===== src/rtl/opentrig_pkg.sv =====
// Shared types for the trigger/ID serial transmitter.
// Holds the frame FSM state encoding and default ID width.
package opentrig_pkg;

  localparam int ID_W_DEF = 16;

  typedef enum logic [1:0] {
    ST_IDLE,
    ST_ARMED,
    ST_SHIFT,
    ST_GAP
  } trig_state_e;

endpackage


===== src/rtl/bitclk_gen.sv =====
// Free-running bit clock divider for trig_id_tx.
// Ports: clk_i, rst_ni (async low), clk_o (bit clock), bnd_o (bit boundary strobe).
module bitclk_gen #(
  parameter int CLK_DIV = 4
) (
  input  logic clk_i,
  input  logic rst_ni,
  output logic clk_o,
  output logic bnd_o
);

  localparam int DW = $clog2(CLK_DIV);
  localparam logic [DW-1:0] DIV_LAST = DW'(CLK_DIV - 1);
  localparam logic [DW-1:0] DIV_HALF = DW'(CLK_DIV / 2);

  logic [DW-1:0] div_q;
  logic          clk_q;

  // clk_q reflects div_q one cycle late, so the edge where div_q==0
  // is exactly the edge where clk_o rises.
  always_ff @(posedge clk_i or negedge rst_ni) begin
    if (!rst_ni) begin
      div_q <= '0;
      clk_q <= 1'b0;
    end else begin
      div_q <= (div_q == DIV_LAST) ? '0 : div_q + 1'b1;
      clk_q <= (div_q < DIV_HALF);
    end
  end

  assign clk_o = clk_q;
  assign bnd_o = (div_q == '0);

endmodule


===== src/rtl/trig_id_tx.sv =====
// Trigger pulse + serial ID transmitter with one-deep request queue.
// Ports: pll_clk, reset (async low), trig_req, id_src, trig_id_val, veto_in,
//        clk_out, trig_out, trig_id, busy, frame_done, id_sent, drop_count.
module trig_id_tx
  import opentrig_pkg::*;
#(
  parameter int CLK_DIV  = 4,
  parameter int GAP_BITS = 4,
  parameter int ID_WIDTH = ID_W_DEF
) (
  input  logic                pll_clk,
  input  logic                reset,
  input  logic                trig_req,
  input  logic                id_src,
  input  logic [ID_WIDTH-1:0] trig_id_val,
  input  logic                veto_in,
  output logic                clk_out,
  output logic                trig_out,
  output logic                trig_id,
  output logic                busy,
  output logic                frame_done,
  output logic [ID_WIDTH-1:0] id_sent,
  output logic [7:0]          drop_count
);

  localparam int BW = $clog2(ID_WIDTH);
  localparam int GW = (GAP_BITS > 1) ? $clog2(GAP_BITS) : 1;
  localparam logic [BW-1:0] BIT_LAST = BW'(ID_WIDTH - 1);
  localparam logic [GW-1:0] GAP_LAST = GW'(GAP_BITS - 1);

  logic bnd;

  bitclk_gen #(
    .CLK_DIV(CLK_DIV)
  ) u_bclk (
    .clk_i (pll_clk),
    .rst_ni(reset),
    .clk_o (clk_out),
    .bnd_o (bnd)
  );

  trig_state_e         st_q;
  logic [ID_WIDTH-1:0] sh_q, id_q, cnt_q, pend_q, sent_q;
  logic                src_q, pend_src_q, pend_v_q;
  logic [BW-1:0]       bit_q;
  logic [GW-1:0]       gap_q;
  logic                trig_q, tid_q, busy_q, done_q;
  logic [7:0]          drop_q;

  logic                req_ok, gap_end, pend_take, gap_free;
  logic                ld_src;
  logic [ID_WIDTH-1:0] new_id, pend_id, ld_id;

  assign req_ok    = trig_req & ~veto_in;
  assign new_id    = id_src ? cnt_q : trig_id_val;
  // A queued counter request takes the counter value at launch, so
  // back-to-back counter frames never repeat an ID.
  assign pend_id   = pend_src_q ? cnt_q : pend_q;
  assign gap_end   = (st_q == ST_GAP) & bnd & (gap_q == GAP_LAST);
  assign pend_take = gap_end & pend_v_q;
  // Gap ends with nothing queued: a request this cycle launches directly.
  assign gap_free  = gap_end & ~pend_v_q;
  assign ld_id     = pend_v_q ? pend_id : new_id;
  assign ld_src    = pend_v_q ? pend_src_q : id_src;

  always_ff @(posedge pll_clk or negedge reset) begin
    if (!reset) begin
      st_q       <= ST_IDLE;
      sh_q       <= '0;
      id_q       <= '0;
      cnt_q      <= '0;
      pend_q     <= '0;
      sent_q     <= '0;
      src_q      <= 1'b0;
      pend_src_q <= 1'b0;
      pend_v_q   <= 1'b0;
      bit_q      <= '0;
      gap_q      <= '0;
      trig_q     <= 1'b0;
      tid_q      <= 1'b0;
      busy_q     <= 1'b0;
      done_q     <= 1'b0;
      drop_q     <= '0;
    end else begin
      done_q <= 1'b0;
      unique case (st_q)
        ST_IDLE: begin
          if (req_ok) begin
            sh_q   <= new_id;
            id_q   <= new_id;
            src_q  <= id_src;
            busy_q <= 1'b1;
            st_q   <= ST_ARMED;
          end
        end
        ST_ARMED: begin
          if (bnd) begin
            trig_q <= 1'b1;
            tid_q  <= sh_q[ID_WIDTH-1];
            sh_q   <= sh_q << 1;
            bit_q  <= '0;
            st_q   <= ST_SHIFT;
          end
        end
        ST_SHIFT: begin
          if (bnd) begin
            trig_q <= 1'b0;
            if (bit_q == BIT_LAST) begin
              tid_q  <= 1'b0;
              done_q <= 1'b1;
              sent_q <= id_q;
              if (src_q) cnt_q <= cnt_q + 1'b1;
              gap_q  <= '0;
              st_q   <= ST_GAP;
            end else begin
              tid_q <= sh_q[ID_WIDTH-1];
              sh_q  <= sh_q << 1;
              bit_q <= bit_q + 1'b1;
            end
          end
        end
        ST_GAP: begin
          if (gap_end) begin
            if (pend_v_q || req_ok) begin
              sh_q  <= ld_id;
              id_q  <= ld_id;
              src_q <= ld_src;
              st_q  <= ST_ARMED;
            end else begin
              busy_q <= 1'b0;
              st_q   <= ST_IDLE;
            end
          end else if (bnd) begin
            gap_q <= gap_q + 1'b1;
          end
        end
        default: st_q <= ST_IDLE;
      endcase

      if (busy_q && req_ok && !gap_free) begin
        if (!pend_v_q || pend_take) begin
          pend_q     <= trig_id_val;
          pend_src_q <= id_src;
          pend_v_q   <= 1'b1;
        end else if (drop_q != 8'hFF) begin
          drop_q <= drop_q + 8'd1;
        end
      end else if (pend_take) begin
        pend_v_q <= 1'b0;
      end
    end
  end

  assign trig_out   = trig_q;
  assign trig_id    = tid_q;
  assign busy       = busy_q;
  assign frame_done = done_q;
  assign id_sent    = sent_q;
  assign drop_count = drop_q;

endmodule


===== config.mk =====
export PLATFORM = sky130hd
export DESIGN_NAME = trig_id_tx
export DESIGN_NICKNAME = d
export VERILOG_FILES = /design/src/rtl/opentrig_pkg.sv /design/src/rtl/bitclk_gen.sv /design/src/rtl/trig_id_tx.sv
export SDC_FILE = /design/constraint.sdc
export NUM_CORES = 1
export LEC_CHECK = 0
export CAP_MARGIN = 25
export CORE_ASPECT_RATIO = 2
export CORE_MARGIN = 2
export CORE_UTILIZATION = 62
export CTS_CLUSTER_SIZE = 30
export DETAILED_ROUTE_END_ITERATION = 16
export HOLD_SLACK_MARGIN = 0.05
export PLACE_DENSITY = 0.89
export SLEW_MARGIN = 20
export SYNTH_ARGS = -nofsm -noshare
export SYNTH_HDL_FRONTEND = slang
export SYNTH_SLANG_ARGS = --single-unit

===== constraint.sdc =====
create_clock -name pll_clk -period 5.18 [get_ports pll_clk]
set_input_delay 1.554 -clock pll_clk [delete_from_list [all_inputs] [get_ports pll_clk]]
set_output_delay 1.554 -clock pll_clk [all_outputs]
set_load 0.03 [all_outputs]

==> impl_metrics.yaml <==
hold_path:
  worst_hold_startpoint: "u_bclk.div_q[1]"
  hold_path_depth: 1
  timing.hold.worst_endpoint: "u_bclk.clk_o"
  hp-class: "reg2reg"
clock_tree:
  cts_max_path_buffers: 2
  clk_transition_reported_paths_ns: 0.06
  root_buffer: "sky130_fd_sc_hd__clkbuf_16"
  clk-insertion-delay-late_ns: 0.35
  cts.sink_count: 106
  post_cts.resized_instances: 0
  tritoncts: "yes"
  numCtsBuffers: 9
  cts.hold.buffers_added: 0
  cts_htree_levels: 3
  cts_post_setup_buffers_inserted: 0
synthesis:
  synth_ff_type: "sky130_fd_sc_hd__dfrtp_1"
  synth-xor-area-share: 0.0348
  synth_mux_area_frac: 0.189
  synth_async_sr_flop_share: 1.00
  post_synth_num_cell_types: 59
  postSynthRegisterBits: 106
  count_of_flip_flops_with_a_built_in_enable_after_synthesis: 0
  synthAdderAreaFrac: 0.0266
  synth_top_family_by_area: "multiplexers"
  basic_gate_share_of_the_synthesized_area_counting_and_or_nand_and_nor_cells: 0.112
  syn-mean-instance-area_um2: 11.3
  synth_compound_gate_area_share: 0.116
  syn-instance-count: 490
  synth.yosys.warnings: 0
  number_of_nets_in_the_synthesized_netlist: 522
  synth.cell_area_mm2: 0.00554
  seq_area_frac_synth: 0.479
placed_design:
  numPlacedInstances: 614
  final_weighted_congestion_of_routability_driven_global_placement: 0.850
  hpwl_reported_at_the_end_of_detailed_placement_um: 8520
  area_of_placed_instances_mm2: 0.00601
  io_buffers: 49
critical_path:
  worst_path_dominant_cell_family: "simple AND/OR/NAND/NOR gates"
  cp_slowest_cell: "sky130_fd_sc_hd__and2_1"
  cp-start-kind: "input pin"
  terminus_of_the_critical_flop_to_flop_path: "id_q[9]"
  critical_path.endpoint_type: "register"
  reg2regPathDepth: 5
  critical_path_peak_fanout: 17
  wp_buf_inv: 1
  critPathMaxStageDelay_ns: 0.85
  cp.required_ns: 5.41
  regToRegSetupSlack_ns: 2.04
  timing.rr.start: "st_q[1]"
  timing.critical_path.arrival_ns: 3.56
  setup.worst_path.class: "in2reg"
  critical_path.cell_chain: "clkdlybuf4s50_1 > and3b_1 > and2_1 > mux2_2"
power:
  irDropWorstVdd_mv: 0.195
  powerDensity_mw_per_mm2: 257
  total_leakage_power_nw: 2.96
  netSwitchingPower_mw: 0.329
  seqPwrFrac: 0.507
  clock_power_share: 0.456
  comb_power_share: 0.038
  power.share.switching: 0.201
  power.internal_mw: 1.30
timing:
  final_worst_path_period_share: 0.643
  fin_crit_ns: 3.33
  finalHoldViolations: 0
  max_freq_ghz: 0.300
  fin_setup_tns_ns: 0
  timing.max_slew.rel_slack: 0.293
  report.final.slew_viol_count: 0
  finalSetupViolCount: 0
  setup_repair_after_global_routing_missed_its_margin: "false"
  skew_ns: 0.00877
  tightest_slew_ns: 1.06
detailed_routing:
  vias_per_cell: 6.44
  vias: 4062
  routed.top_layer: "met4"
  detail-route-antenna-nets: 0
  met3_length_um: 481
  drcViolationCount: 0
  met1_length_um: 4760
  drt_iter0_drc: 310
  met2RoutedLength_um: 6830
  wl_per_cell_um: 19.9
  drt_wl_total_um: 12600
  detailedRoute.firstPassIterationCount: 5
floorplan:
  placeableCoreArea_mm2: 0.00865
  floorplan.rows: 48
  die_width_um: 70.9
  start_util: 0.641
  design.portCount: 50
  die-area_mm2: 0.00976
  die_height_um: 138
cells_and_area:
  register_area_mm2: 0.00265
  layout.cells.non_filler: 631
  num-nets-final: 558
  layout.cells.most_common_list: "sky130_fd_sc_hd__dfrtp_1 (106), sky130_fd_sc_hd__mux2_2 (57), sky130_fd_sc_hd__clkdlybuf4s50_1 (48), sky130_fd_sc_hd__nand2_1 (40), sky130_fd_sc_hd__o21ai_0 (31)"
  fillerInstances: 597
  final_layout_size_suffix_gt1_frac: 0.169
  multiInputGateArea_mm2: 0.00265
  antennaDiodeCount: 0
  commonest_non_fill_non_tap_cell_in_the_layout: "sky130_fd_sc_hd__dfrtp_1"
  finish.instance_area_mm2: 0.00636
  syn_to_final_growth_pct: 14.7
grt:
  grt_overflow_total: 0
  antenna_violations_before_repair: 0
  grt_max_degree: 49
  grt_pass1_wl_um: 20400
  first_global_vias: 4214
  all_layer_global_routing_usage: 0.269
job:
  drv_cap: 0
outcome:
  result_of_the_run: "complete, no violations"
-- final cells by class --
class,instances,share of cell area
sequential,106,0.417
multi-input combinational,337,0.417
timing repair buffer,53,0.0827
clock buffer,12,0.0404
tap,100,0.0197
clock inverter,4,0.0116
inverter,19,0.0112
-- power by group through the flow --
stage          Sequential, mW  Clock, mW  Combinational, mW
2_1_floorplan           0.843          0             0.0209
3_3_place_gp            0.843          0             0.0595
3_5_place_dp            0.843          0             0.0611
4_1_cts                 0.827      0.752             0.0616
5_1_grt                 0.827      0.780             0.0688
6_report                0.827      0.744             0.0618
-- registers in the layout (all words and copies together), names as in the netlist --
| name | count |
|---|---|
| st_q | 2 |
| busy | 1 |
| id_q | 16 |
| bit_q | 4 |
| trig_out | 1 |
| pend_src_q | 1 |
| u_bclk.clk_o | 1 |
| pend_q | 16 |
| gap_q | 2 |
| drop_count | 8 |
| pend_v_q | 1 |
| src_q | 1 |
| cnt_q | 16 |
| sh_q | 16 |
| u_bclk.div_q | 2 |
| frame_done | 1 |
| trig_id | 1 |
| id_sent | 16 |
-- synth_stat cells (3+ instances only) --
master	number	area (um^2)
sky130_fd_sc_hd__mux2i_1	25	250
sky130_fd_sc_hd__nand2_1	40	150
sky130_fd_sc_hd__ha_1	11	138
sky130_fd_sc_hd__mux2_2	57	642
sky130_fd_sc_hd__mux2_1	11	124
sky130_fd_sc_hd__nor2_1	14	52.6
sky130_fd_sc_hd__buf_2	9	45.0
sky130_fd_sc_hd__nor2b_1	3	18.8
sky130_fd_sc_hd__nor3_1	7	35.0
sky130_fd_sc_hd__a22oi_1	3	22.5
sky130_fd_sc_hd__nand4_1	8	50.1
sky130_fd_sc_hd__o311ai_0	8	70.1
sky130_fd_sc_hd__xor2_1	13	114
sky130_fd_sc_hd__o221ai_1	7	61.3
sky130_fd_sc_hd__and3_1	7	43.8
sky130_fd_sc_hd__o21ai_0	31	155
sky130_fd_sc_hd__xnor2_1	9	78.8
sky130_fd_sc_hd__inv_1	19	71.3
sky130_fd_sc_hd__o22a_1	6	52.6
sky130_fd_sc_hd__nand3_1	11	55.1
sky130_fd_sc_hd__dfrtp_1	106	2650
sky130_fd_sc_hd__nand2b_1	6	37.5
sky130_fd_sc_hd__clkbuf_1	10	37.5
sky130_fd_sc_hd__buf_6	5	56.3
sky130_fd_sc_hd__buf_4	3	22.5
sky130_fd_sc_hd__a21oi_1	15	75.1
-- how the worst max path moves through the flow --
| stage | slack (ns) | end | startpoint | cells past startpoint |
|---|---|---|---|---|
| after floorplan | 2.35 | sh_q[7] | id_src | 6 |
| after global placement | 1.41 | sh_q[8] | id_src | 5 |
| after detailed placement | 1.29 | sh_q[8] | id_src | 5 |
| after CTS | 1.61 | sh_q[8] | id_src | 5 |
| after global routing | 1.77 | pend_q[9] | veto_in | 4 |
| final | 1.85 | pend_q[5] | trig_req | 4 |
-- stage by stage --
step / hold WS, ns / worst slack (ns) / power [mW] / utilization
after floorplan: 0.415 / 2.35 / 0.864 / -
after global placement: 0.427 / 1.41 / 0.903 / 0.695
after detailed placement: 0.448 / 1.29 / 0.904 / 0.695
after CTS: 0.459 / 1.61 / 1.64 / 0.733
after global routing: 0.470 / 1.77 / 1.68 / 0.735
final: 0.454 / 1.85 / 1.63 / 0.735
-- cell families after synthesis --
| logic type | after synthesis |
|---|---|
| compound gates | 93 |
| xor+xnor | 22 |
| fa+ha+maj | 12 |
| buf+inv | 47 |
| flops | 106 |
| mux | 95 |
| simple gates | 115 |
-- layer usage --
layer,global-route usage,up-vias
met3,0.0388,48
met4,0.158,0
met2,0.476,135
met5,0,-
met1,0.302,2033
li1,-,1846
(Power assumes the default switching activity.)
